`src/rtl/mfp_eic_prio_core.sv`:
```
// Prioritised external interrupt controller core driving the MIPS EIC interface.
// Optional preemption of the presented request: define MFP_EIC_PREEMPT_EN.
module mfp_eic_prio_core #(
  parameter int unsigned CHANNELS       = 32,
  parameter int unsigned SENSE_CHANNELS = 16,
  parameter int unsigned PRIO_W         = 3,
  parameter int unsigned ADDR_W         = 5
) (
  input  logic                CLK,
  input  logic                RESETn,
  input  logic [CHANNELS-1:0] signal,
  input  logic [ADDR_W-1:0]   read_addr,
  output logic [31:0]         read_data,
  input  logic [ADDR_W-1:0]   write_addr,
  input  logic [31:0]         write_data,
  input  logic                write_enable,
  input  logic                EIC_IAck,
  output logic [16:0]         EIC_Offset,
  output logic [3:0]          EIC_ShadowSet,
  output logic [7:0]          EIC_Interrupt,
  output logic [5:0]          EIC_Vector,
  output logic                EIC_Present
);

  localparam int NCh    = int'(CHANNELS);
  localparam int NSense = int'(SENSE_CHANNELS);
  localparam int SenseN = (NSense > 0) ? NSense : 1;

  typedef enum logic [1:0] {StIdle, StPresent, StGap} state_e;

  logic [CHANNELS-1:0] r_sync1, r_sync2, r_mask, r_flag;
  logic [SenseN-1:0]   r_prev;
  logic                r_en;
  logic [1:0]          r_sense [SenseN];
  logic [PRIO_W-1:0]   r_prio  [CHANNELS];
  logic [31:0]         r_rdata;
  state_e              r_state;
  logic [PRIO_W-1:0]   r_irq;
  logic [5:0]          r_vec;

  logic [CHANNELS-1:0] w_hw_set, w_flag_d, w_pend;
  logic [31:0]         w_rdata;
  logic [PRIO_W-1:0]   w_best_prio, w_irq_d;
  logic [5:0]          w_best_idx, w_vec_d;
  logic                w_cur_pend, w_ack;
  state_e              w_state_d;
  int                  w_wa, w_ra, w_vec_i;

  assign w_wa    = int'(write_addr);
  assign w_ra    = int'(read_addr);
  assign w_vec_i = int'(r_vec);

  // Synchroniser plus previous-value register for edge detection
  always_ff @(posedge CLK) begin
    if (!RESETn) begin
      r_sync1 <= '0;
      r_sync2 <= '0;
      r_prev  <= '0;
    end else begin
      r_sync1 <= signal;
      r_sync2 <= r_sync1;
      r_prev  <= r_sync2[SenseN-1:0];
    end
  end

  always_comb begin
    w_hw_set = '0;
    for (int c = NSense; c < NCh; c++) begin
      w_hw_set[c] = r_sync2[c];
    end
    for (int s = 0; s < NSense; s++) begin
      case (r_sense[s])
        2'b01:   w_hw_set[s] = r_sync2[s] ^ r_prev[s];
        2'b10:   w_hw_set[s] = r_prev[s] & ~r_sync2[s];
        2'b11:   w_hw_set[s] = ~r_prev[s] & r_sync2[s];
        default: w_hw_set[s] = 1'b0;
      endcase
    end
  end

  // Software writes and ack-clear first; hardware set is OR-ed last so it always wins
  always_comb begin
    w_flag_d = r_flag;
    for (int c = 0; c < NCh; c++) begin
      if (write_enable && w_wa == 3 + c / 32) w_flag_d[c] = write_data[c % 32];
      if (write_enable && w_wa == 5 + c / 32 && write_data[c % 32]) w_flag_d[c] = 1'b1;
      if (write_enable && w_wa == 7 + c / 32 && write_data[c % 32]) w_flag_d[c] = 1'b0;
    end
    for (int s = 0; s < NSense; s++) begin
      if (w_ack && s == w_vec_i) w_flag_d[s] = 1'b0;
    end
    w_flag_d = w_flag_d | w_hw_set;
  end

  always_ff @(posedge CLK) begin
    if (!RESETn) begin
      r_en    <= 1'b0;
      r_mask  <= '0;
      r_flag  <= '0;
      r_sense <= '{default: '0};
      r_prio  <= '{default: '0};
    end else begin
      r_flag <= w_flag_d;
      if (write_enable) begin
        if (w_wa == 0) r_en <= write_data[0];
        for (int c = 0; c < NCh; c++) begin
          if (w_wa == 1 + c / 32) r_mask[c] <= write_data[c % 32];
          if (w_wa == 16 + c / 8) r_prio[c] <= write_data[4 * (c % 8) +: PRIO_W];
        end
        for (int s = 0; s < NSense; s++) begin
          if (w_wa == 9 + s / 16) r_sense[s] <= write_data[2 * (s % 16) +: 2];
        end
      end
    end
  end

  always_comb begin
    w_rdata = '0;
    if (w_ra == 0) w_rdata[0] = r_en;
    for (int c = 0; c < NCh; c++) begin
      if (w_ra == 1 + c / 32) w_rdata[c % 32] = r_mask[c];
      if (w_ra == 3 + c / 32) w_rdata[c % 32] = r_flag[c];
      if (w_ra == 16 + c / 8) w_rdata[4 * (c % 8) +: PRIO_W] = r_prio[c];
    end
    for (int s = 0; s < NSense; s++) begin
      if (w_ra == 9 + s / 16) w_rdata[2 * (s % 16) +: 2] = r_sense[s];
    end
  end

  always_ff @(posedge CLK) begin
    if (!RESETn) r_rdata <= '0;
    else         r_rdata <= w_rdata;
  end

  // Strict '>' while scanning upwards keeps the lowest index on a priority tie
  always_comb begin
    w_pend      = '0;
    w_best_prio = '0;
    w_best_idx  = '0;
    w_cur_pend  = 1'b0;
    for (int c = 0; c < NCh; c++) begin
      w_pend[c] = r_en & r_flag[c] & r_mask[c] & (|r_prio[c]);
      if (w_pend[c] && r_prio[c] > w_best_prio) begin
        w_best_prio = r_prio[c];
        w_best_idx  = 6'(c);
      end
      if (c == w_vec_i) w_cur_pend = w_pend[c];
    end
  end

  always_comb begin
    w_state_d = r_state;
    w_irq_d   = r_irq;
    w_vec_d   = r_vec;
    w_ack     = 1'b0;
    unique case (r_state)
      StIdle: begin
        w_irq_d = '0;
        w_vec_d = '0;
        if (|w_pend) begin
          w_state_d = StPresent;
          w_irq_d   = w_best_prio;
          w_vec_d   = w_best_idx;
        end
      end
      StPresent: begin
        if (!w_cur_pend) begin
          w_state_d = StIdle;
          w_irq_d   = '0;
          w_vec_d   = '0;
        end else if (EIC_IAck) begin
          w_ack     = 1'b1;
          w_state_d = StGap;
          w_irq_d   = '0;
          w_vec_d   = '0;
        end
`ifdef MFP_EIC_PREEMPT_EN
        else if (w_best_prio > r_irq) begin
          w_irq_d = w_best_prio;
          w_vec_d = w_best_idx;
        end
`endif
      end
      default: begin
        w_state_d = StIdle;
        w_irq_d   = '0;
        w_vec_d   = '0;
      end
    endcase
  end

  always_ff @(posedge CLK) begin
    if (!RESETn) begin
      r_state <= StIdle;
      r_irq   <= '0;
      r_vec   <= '0;
    end else begin
      r_state <= w_state_d;
      r_irq   <= w_irq_d;
      r_vec   <= w_vec_d;
    end
  end

  assign read_data     = r_rdata;
  assign EIC_Interrupt = {{(8 - PRIO_W){1'b0}}, r_irq};
  assign EIC_Vector    = r_vec;
  assign EIC_Offset    = {8'b0, r_vec, 3'b0};
  assign EIC_ShadowSet = 4'b0;
  assign EIC_Present   = 1'b1;

endmodule

```
`config.mk`:
```
export PLATFORM = sky130hd
export DESIGN_NAME = mfp_eic_prio_core
export DESIGN_NICKNAME = d
export VERILOG_FILES = /design/src/rtl/mfp_eic_prio_core.sv
export SDC_FILE = /design/constraint.sdc
export NUM_CORES = 1
export LEC_CHECK = 0
export CAP_MARGIN = 20
export CORE_ASPECT_RATIO = 0.9
export CORE_UTILIZATION = 35
export DETAILED_ROUTE_END_ITERATION = 10
export PLACE_DENSITY = 0.64
export SYNTH_ARGS = -nofsm -noshare
export SYNTH_HDL_FRONTEND = slang
export SYNTH_SLANG_ARGS = --single-unit
```
`constraint.sdc`:
```
create_clock -name CLK -period 43.7 [get_ports CLK]
set_input_delay 4.37 -clock CLK [delete_from_list [all_inputs] [get_ports CLK]]
set_output_delay 4.37 -clock CLK [all_outputs]
set_load 0.1 [all_outputs]
```
# Word-level counts from Yosys, hierarchy flattened
# Cells that the tools add are included.
[op_classes]
magnitude_cmp = 32
eq_ne = 98
muxes = 351
bitwise_logic = 177
n_reduce_logical = 160
[ops]
columns = ["cell", "n"]
rows = [
  ["two-way mux 1 bit", 213],
  ["two-way mux 3 bit", 67],
  ["two-way mux 6 bit", 33],
  ["bitwise AND 1 bit", 128],
  ["logical AND 1 bit", 115],
  ["equality test 6 bit (first input constant)", 16],
  ["zero test 32 bit", 3],
  ["OR reduction 3 bit", 32],
  ["> comparator 3 bit", 31],
  ["equality test 2 bit (second input constant)", 32],
  ["equality test 5 bit (second input constant)", 10],
  ["equality test 5 x 6 -> 1 bit (first input constant)", 8],
  ["case mux 1 bit (3 select lines)", 16],
  ["two-way mux 2 bit", 19],
  ["equality test 2 x 1 -> 1 bit (second input constant)", 17],
  ["NOT 1 bit", 32],
  ["OR 32 bit", 1],
  ["OR reduction 32 bit", 1],
  ["equality test 4 x 6 -> 1 bit (first input constant)", 4],
  ["AND reduction 2 bit", 8],
  ["bitwise XOR 1 bit", 16],
  ["equality test 3 x 6 -> 1 bit (first input constant)", 2],
  ["case mux 6 bit (2 select lines)", 1],
  ["equality test 5 x 2 -> 1 bit (second input constant)", 2],
  ["9 further kinds", 11],
]
[word_totals]
register_bits = 316
input_bits = 78
output_inout_bits = 68

# Logic depth before layout (Yosys ltp)
[logic_depth]
ltp_word = 100
mapped_depth = 201
mapped_depth_nobuf = 199

# Least setup slack after synthesis
# No wires, ideal clock.
[synth_timing]
path_kind = "reg2reg"
from = "register r_en"
to = "register r_irq[2]"
setup_ps = 128
t_arrival_ps = 34765
required_ps = 43572
slack_ps = 8807
stages_incl_launch_ff = 194
path_buffers = 2
period_less_slack_ps = 34893
path_cell_list = "dfxtp_1 -> buf_4 -> and3_1 -> nand2_1 -> ha_1 -> and3_1 -> nor3_4 -> and2_1 -> buf_4 -> mux2_2 -> ha_1 -> or2_2 -> or2_2 -> a21oi_1 -> o21ai_0 -> mux2_2 -> ha_1 -> or2_2 -> [... 158 more ...] -> nand3_1 -> a21boi_0 -> a41oi_1 -> and2_1 -> a21oi_1 -> ha_1 -> nand3_1 -> nand2_1 -> nor2_1 -> mux2_2 -> ha_1 -> nand3_1 -> nand2_1 -> nor2_1 -> or2_2 -> a21oi_1 -> a21oi_1 -> nor2_1"
[synth_between]
elab_chain_len = 100
[synth_lines]
columns = ["item", "line", "text"]
rows = [
  ["start: declaration", "33", "logic r_en;"],
  ["start signal: assignment", "105", "if (w_wa == 0) r_en <= write_data[0];"],
  ["bitwise AND 1 bit (3 in a row)", "142", "w_pend[c] = r_en & r_flag[c] & r_mask[c] & (|r_prio[c]);"],
  ["logical AND 1 bit", "143", "if (w_pend[c] && r_prio[c] > w_best_prio) begin"],
  ["two-way mux 3 bit", "143", ""],
  ["> comparator 3 bit", "143", ""],
  ["logical AND 1 bit", "143", ""],
  ["two-way mux 3 bit", "143", ""],
  ["> comparator 3 bit", "143", ""],
  ["logical AND 1 bit", "143", ""],
  ["[... 82 more ...]", "n/a", ""],
  ["> comparator 3 bit", "143", ""],
  ["logical AND 1 bit", "143", ""],
  ["two-way mux 3 bit", "143", ""],
  ["> comparator 3 bit", "143", ""],
  ["logical AND 1 bit", "143", ""],
  ["two-way mux 3 bit", "143", ""],
  ["two-way mux 3 bit", "160", "if (|w_pend) begin"],
  ["case mux 3 bit (2 select lines)", "156", "unique case (r_state)"],
  ["end signal: assignment", "199", "r_irq <= w_irq_d;"],
  ["end: declaration", "38", "logic [PRIO_W-1:0] r_irq;"],
]
# Parallel ways exist; a longest one is shown, timed or not.
# A chain may end at the register's enable or synchronous reset.

# Final worst setup path
[layout_timing]
from = "register r_flag[0]"
to = "register r_irq[2]"
[layout_between]
elab_chain_len = 100
[layout_lines]
columns = ["item", "line", "text"]
rows = [
  ["start: declaration", "31", "logic [CHANNELS-1:0] r_sync1, r_sync2, r_mask, r_flag;"],
  ["start signal: assignment", "103", "r_flag <= w_flag_d;"],
  ["bitwise AND 1 bit * (3 in a row)", "142", ""],
  ["logical AND 1 bit", "143", ""],
  ["two-way mux 3 bit", "143", ""],
  ["> comparator 3 bit", "143", ""],
  ["logical AND 1 bit", "143", ""],
  ["two-way mux 3 bit", "143", ""],
  ["> comparator 3 bit", "143", ""],
  ["logical AND 1 bit", "143", ""],
  ["[... 82 more ...]", "n/a", ""],
  ["> comparator 3 bit", "143", ""],
  ["logical AND 1 bit", "143", ""],
  ["two-way mux 3 bit", "143", ""],
  ["> comparator 3 bit", "143", ""],
  ["logical AND 1 bit", "143", ""],
  ["two-way mux 3 bit", "143", ""],
  ["two-way mux 3 bit", "160", ""],
  ["case mux 3 bit (2 select lines)", "156", ""],
]
# Every way passes the cells marked *; elsewhere a longest branch is shown, timed or not.

==> summary.txt <==
Status
  – Status: finished clean

Detailed routing
  – WL final: 72500 um
  – DR vias/cell: slightly below 6
  – DR iter-0 viols: 2358
  – Routed Antenna Nets: 0
  – DR vias: approximately 18000
  – Remaining DRCs: 0
  – WL/cell: 23.1 um
  – Initial DRT Pass Iterations: 6

Final layout
  – Nets: approximately 2600
  – Multi-input combinational cell area: roughly 10000 um2
  – Final Instance Area: approximately 21000 um2
  – Share of post-route cells with drive strength above 1: around 6.7%
  – Fillers: between 5000 and 6000
  – P&R area growth vs syn: 15.6%
  – Finished Core Util: 41.0%
  – Antenna Cells: 0
  – Reg area: about 6300 um2

Global route
  – Pin count of the biggest net entering global routing: 96
  – GRT Total Usage: around 28%
  – Initial antenna violation count: 1
  – Vias in the first global route: around 17000
  – First-pass GRT wire length: ~110000 um
  – Global route overflow: 0

Clock tree
  – Clk Latency, worst-skew pair: ~580 ps
  – Clock transition at path regs: 60 ps
  – H-tree level count: 2
  – Post-cts repair resize count: 0
  – Clock sinks: 315
  – CTS tree: built
  – Cts hold-fix bufs: 0
  – CTS root buf: clkbuf_16
  – Longest Clk Path Bufs: 3
  – Inserted Clock Buffers: 36
  – Postcts setup bufs: 0

Setup path
  – RR Startpoint: r_flag[0]
  – Most used cell, CP: nor2_1
  – Worst path max stage delay: 690 ps
  – Flop2flop setup slack: ~4400 ps
  – Worst EP arrival: ~40000 ps
  – Required time of the critical path: between 40000 and 50000 ps
  – Crit end category: flip-flop
  – Crit path kind: reg -> reg
  – FF-to-FF path depth: 191
  – Critical Path Fanout Max: 8
  – Slowest-stage cell, CP: a2111oi_0
  – RR Endpoint: r_irq[2]
  – Crit path launch type: flip-flop

STA
  – Worst-Margin Slew: between 1000 and 1500 ps
  – Slew headroom: 24.9%
  – Max-slew violations: 0
  – Final Hold Viols: 0
  – Skew final: roughly 21 ps
  – Sum Neg Setup Slack: 0 ps
  – RSZ-0062 raised after global routing: false
  – Final min period: about 39000 ps
  – Peak Freq: approximately 25 MHz
  – Period utilization: approximately nine tenths
  – Setup-failing EPs final: 0

Floorplanning
  – Initial Utilization: a little over a third
  – Core area: ~50000 um2
  – Die Wd: 240 um
  – Die Ht: around 220 um
  – Io pins: around 150
  – Row count: 78
  – Full die area: approximately 52000 um2

Worst hold path
  – Min-delay src: r_sync1[1]
  – Hold path endpoint: r_sync2[1]
  – Hold Crit Depth: 1
  – Hold WC Path Type: reg -> reg

Placement
  – DP Wirelength: around 54000 um
  – Placed cell area: just under 20000 um2
  – Port Buf Inserts: between 100 and 150
  – GP Congestion: 1.02

Power and ir drop
  – Comb power frac: ~7.1%
  – Clock power share: between 40% and 50%
  – Switching Power: 0.170 mW
  – Worst vdd rail ir drop: between 20 and 30 uV
  – Leak Pwr: ~7.5 nW
  – Switching share of power: about a quarter
  – Final Total Pwr: about 0.65 mW
  – Seq pwr share: 45.7%
  – Internal Power: around 0.48 mW
  – Pwr Density: 31.6 nW/um2

Run
  – Total of max-cap violations: 0

Yosys
  – Number of flops mapped to enable cells by yosys: 0
  – Synth top area cells: dfxtp_1 (35%), nand2_1 (9.6%), a21oi_1 (7.9%), ha_1 (4.8%), nor2_1 (4.3%)
  – Syn Inst Count: roughly 2400
  – Post-Syn Area: roughly 18000 um2
  – Async S/R FF share, synth: 0%
  – #FFs+latches synth: about 320
  – Yosys top cell area share: 35.3%
  – Sequential share of the synthesized area: 35.3%
  – Distinct cells, synth: 86
  – Syn. warnings: 0
  – Avg Cell Area, Syn: approximately 7.4 um2
  – Top FF cell, synth: dfxtp_1
  – Post-synth top area cell: dfxtp_1
logic make-up (layout without fill, tap and decap cells):
family	count (synthesis)	after routing	synth area share (%)
and+or+nand+nor	1030	1030	26.5
AOI/OAI and AO/OA	673	673	24.3
DFF	315	315	35.3
buffers and inverters	280	318	6.66
adders and majority gates	72	72	5.01
muxes	34	34	2.12
other	2	23	0.0421
xor gates and xnor gates	1	1	0.0491
worst max path at each step:
| stage | from | end | slack [ps] | depth (start not counted) |
|---|---|---|---|---|
| 3_3_place_gp | r_flag[0] | r_irq[2] | 6550 | 191 |
| 3_5_place_dp | r_flag[0] | r_irq[2] | 4880 | 191 |
| 5_1_grt | r_mask[0] | r_irq[2] | 940 | 193 |
| 2_1_floorplan | r_en | r_irq[2] | 8810 | 193 |
| 6_report | r_flag[0] | r_irq[2] | 4400 | 191 |
| 4_1_cts | r_flag[0] | r_irq[2] | 4770 | 191 |
synth_stat cells (31+ instances only):
| master | instances |
|---|---|
| nand2_1 | 456 |
| dfxtp_1 | 315 |
| a21oi_1 | 283 |
| nor2_1 | 206 |
| clkbuf_1 | 121 |
| inv_1 | 105 |
| and2_1 | 84 |
| o21ai_0 | 80 |
| a22oi_1 | 71 |
| ha_1 | 69 |
| nand3_1 | 67 |
| nor3_1 | 57 |
| mux2_2 | 31 |
power groups by stage:
| stage | Combinational [mW] | Clock [mW] | Sequential, mW |
|---|---|---|---|
| after floorplan | 0.0289 | 0 | 0.304 |
| after global placement | 0.0451 | 0 | 0.304 |
| after detailed placement | 0.0454 | 0 | 0.304 |
| after CTS | 0.0457 | 0.311 | 0.298 |
| after global routing | 0.0490 | 0.322 | 0.298 |
| final | 0.0464 | 0.307 | 0.298 |
routing by layer:
layer  vias to the layer above  part of all wire, %  GRT usage, %  wire length (um)
li1                       8508                    -             -                 -
met1                      8703                   43          38.2             30900
met2                       997                   43          41.4             30900
met3                       206                   10          5.54              7390
met4                         2                  4.6          11.7              3330
met5                         -                0.018             0                13
area by class of cell:
cell class / instances / share of cell area (%)
clock inverter: 11 / 0.582
tap: 680 / 4.13
sequential: 315 / 30.6
inverter: 105 / 1.94
timing repair buffer: 150 / 6.92
clock buffer: 52 / 5.10
multi-input combinational: 1833 / 50.8
registers in the layout, summed over array words and instances (netlist names):
name,count
r_state,2
r_prio,96
r_flag,32
r_prev,16
r_sense,32
r_irq,3
r_sync1,32
r_mask,32
r_sync2,32
r_en,1
read_data,32
EIC_Vector,5
worst max-delay path, delay by kind of cell, from the launching register on:
family                     cells  cell delay, ps
muxes                         11            3700
DFF                            1             360
and+or+nand+nor               78           12520
buffers and inverters          3             230
adders and majority gates     34            9200
AOI/OAI and AO/OA             65           13080
layout by cell type (no fill, tap or decap), drive strengths merged, types with 29 or more instances in the layout:
master and instances:
dfxtp 315, nand2 456, nor3 60, ha 69
mux2 31, nor2 206, clkdlybuf4s50 121, buf 29
and2 85, clkbuf 52, inv 109, a21oi 285
a22oi 71, nand3 69, o21ai 90
metrics by stage:
stage	worst slack, ps	hold WS, ps	instances
2_1_floorplan	8810	412	2428
3_3_place_gp	6550	413	3083
3_5_place_dp	4880	418	3083
4_1_cts	4770	425	3146
5_1_grt	937	439	3146
6_report	4400	423	3146
Note: power is estimated with default switching activity, not from simulation.
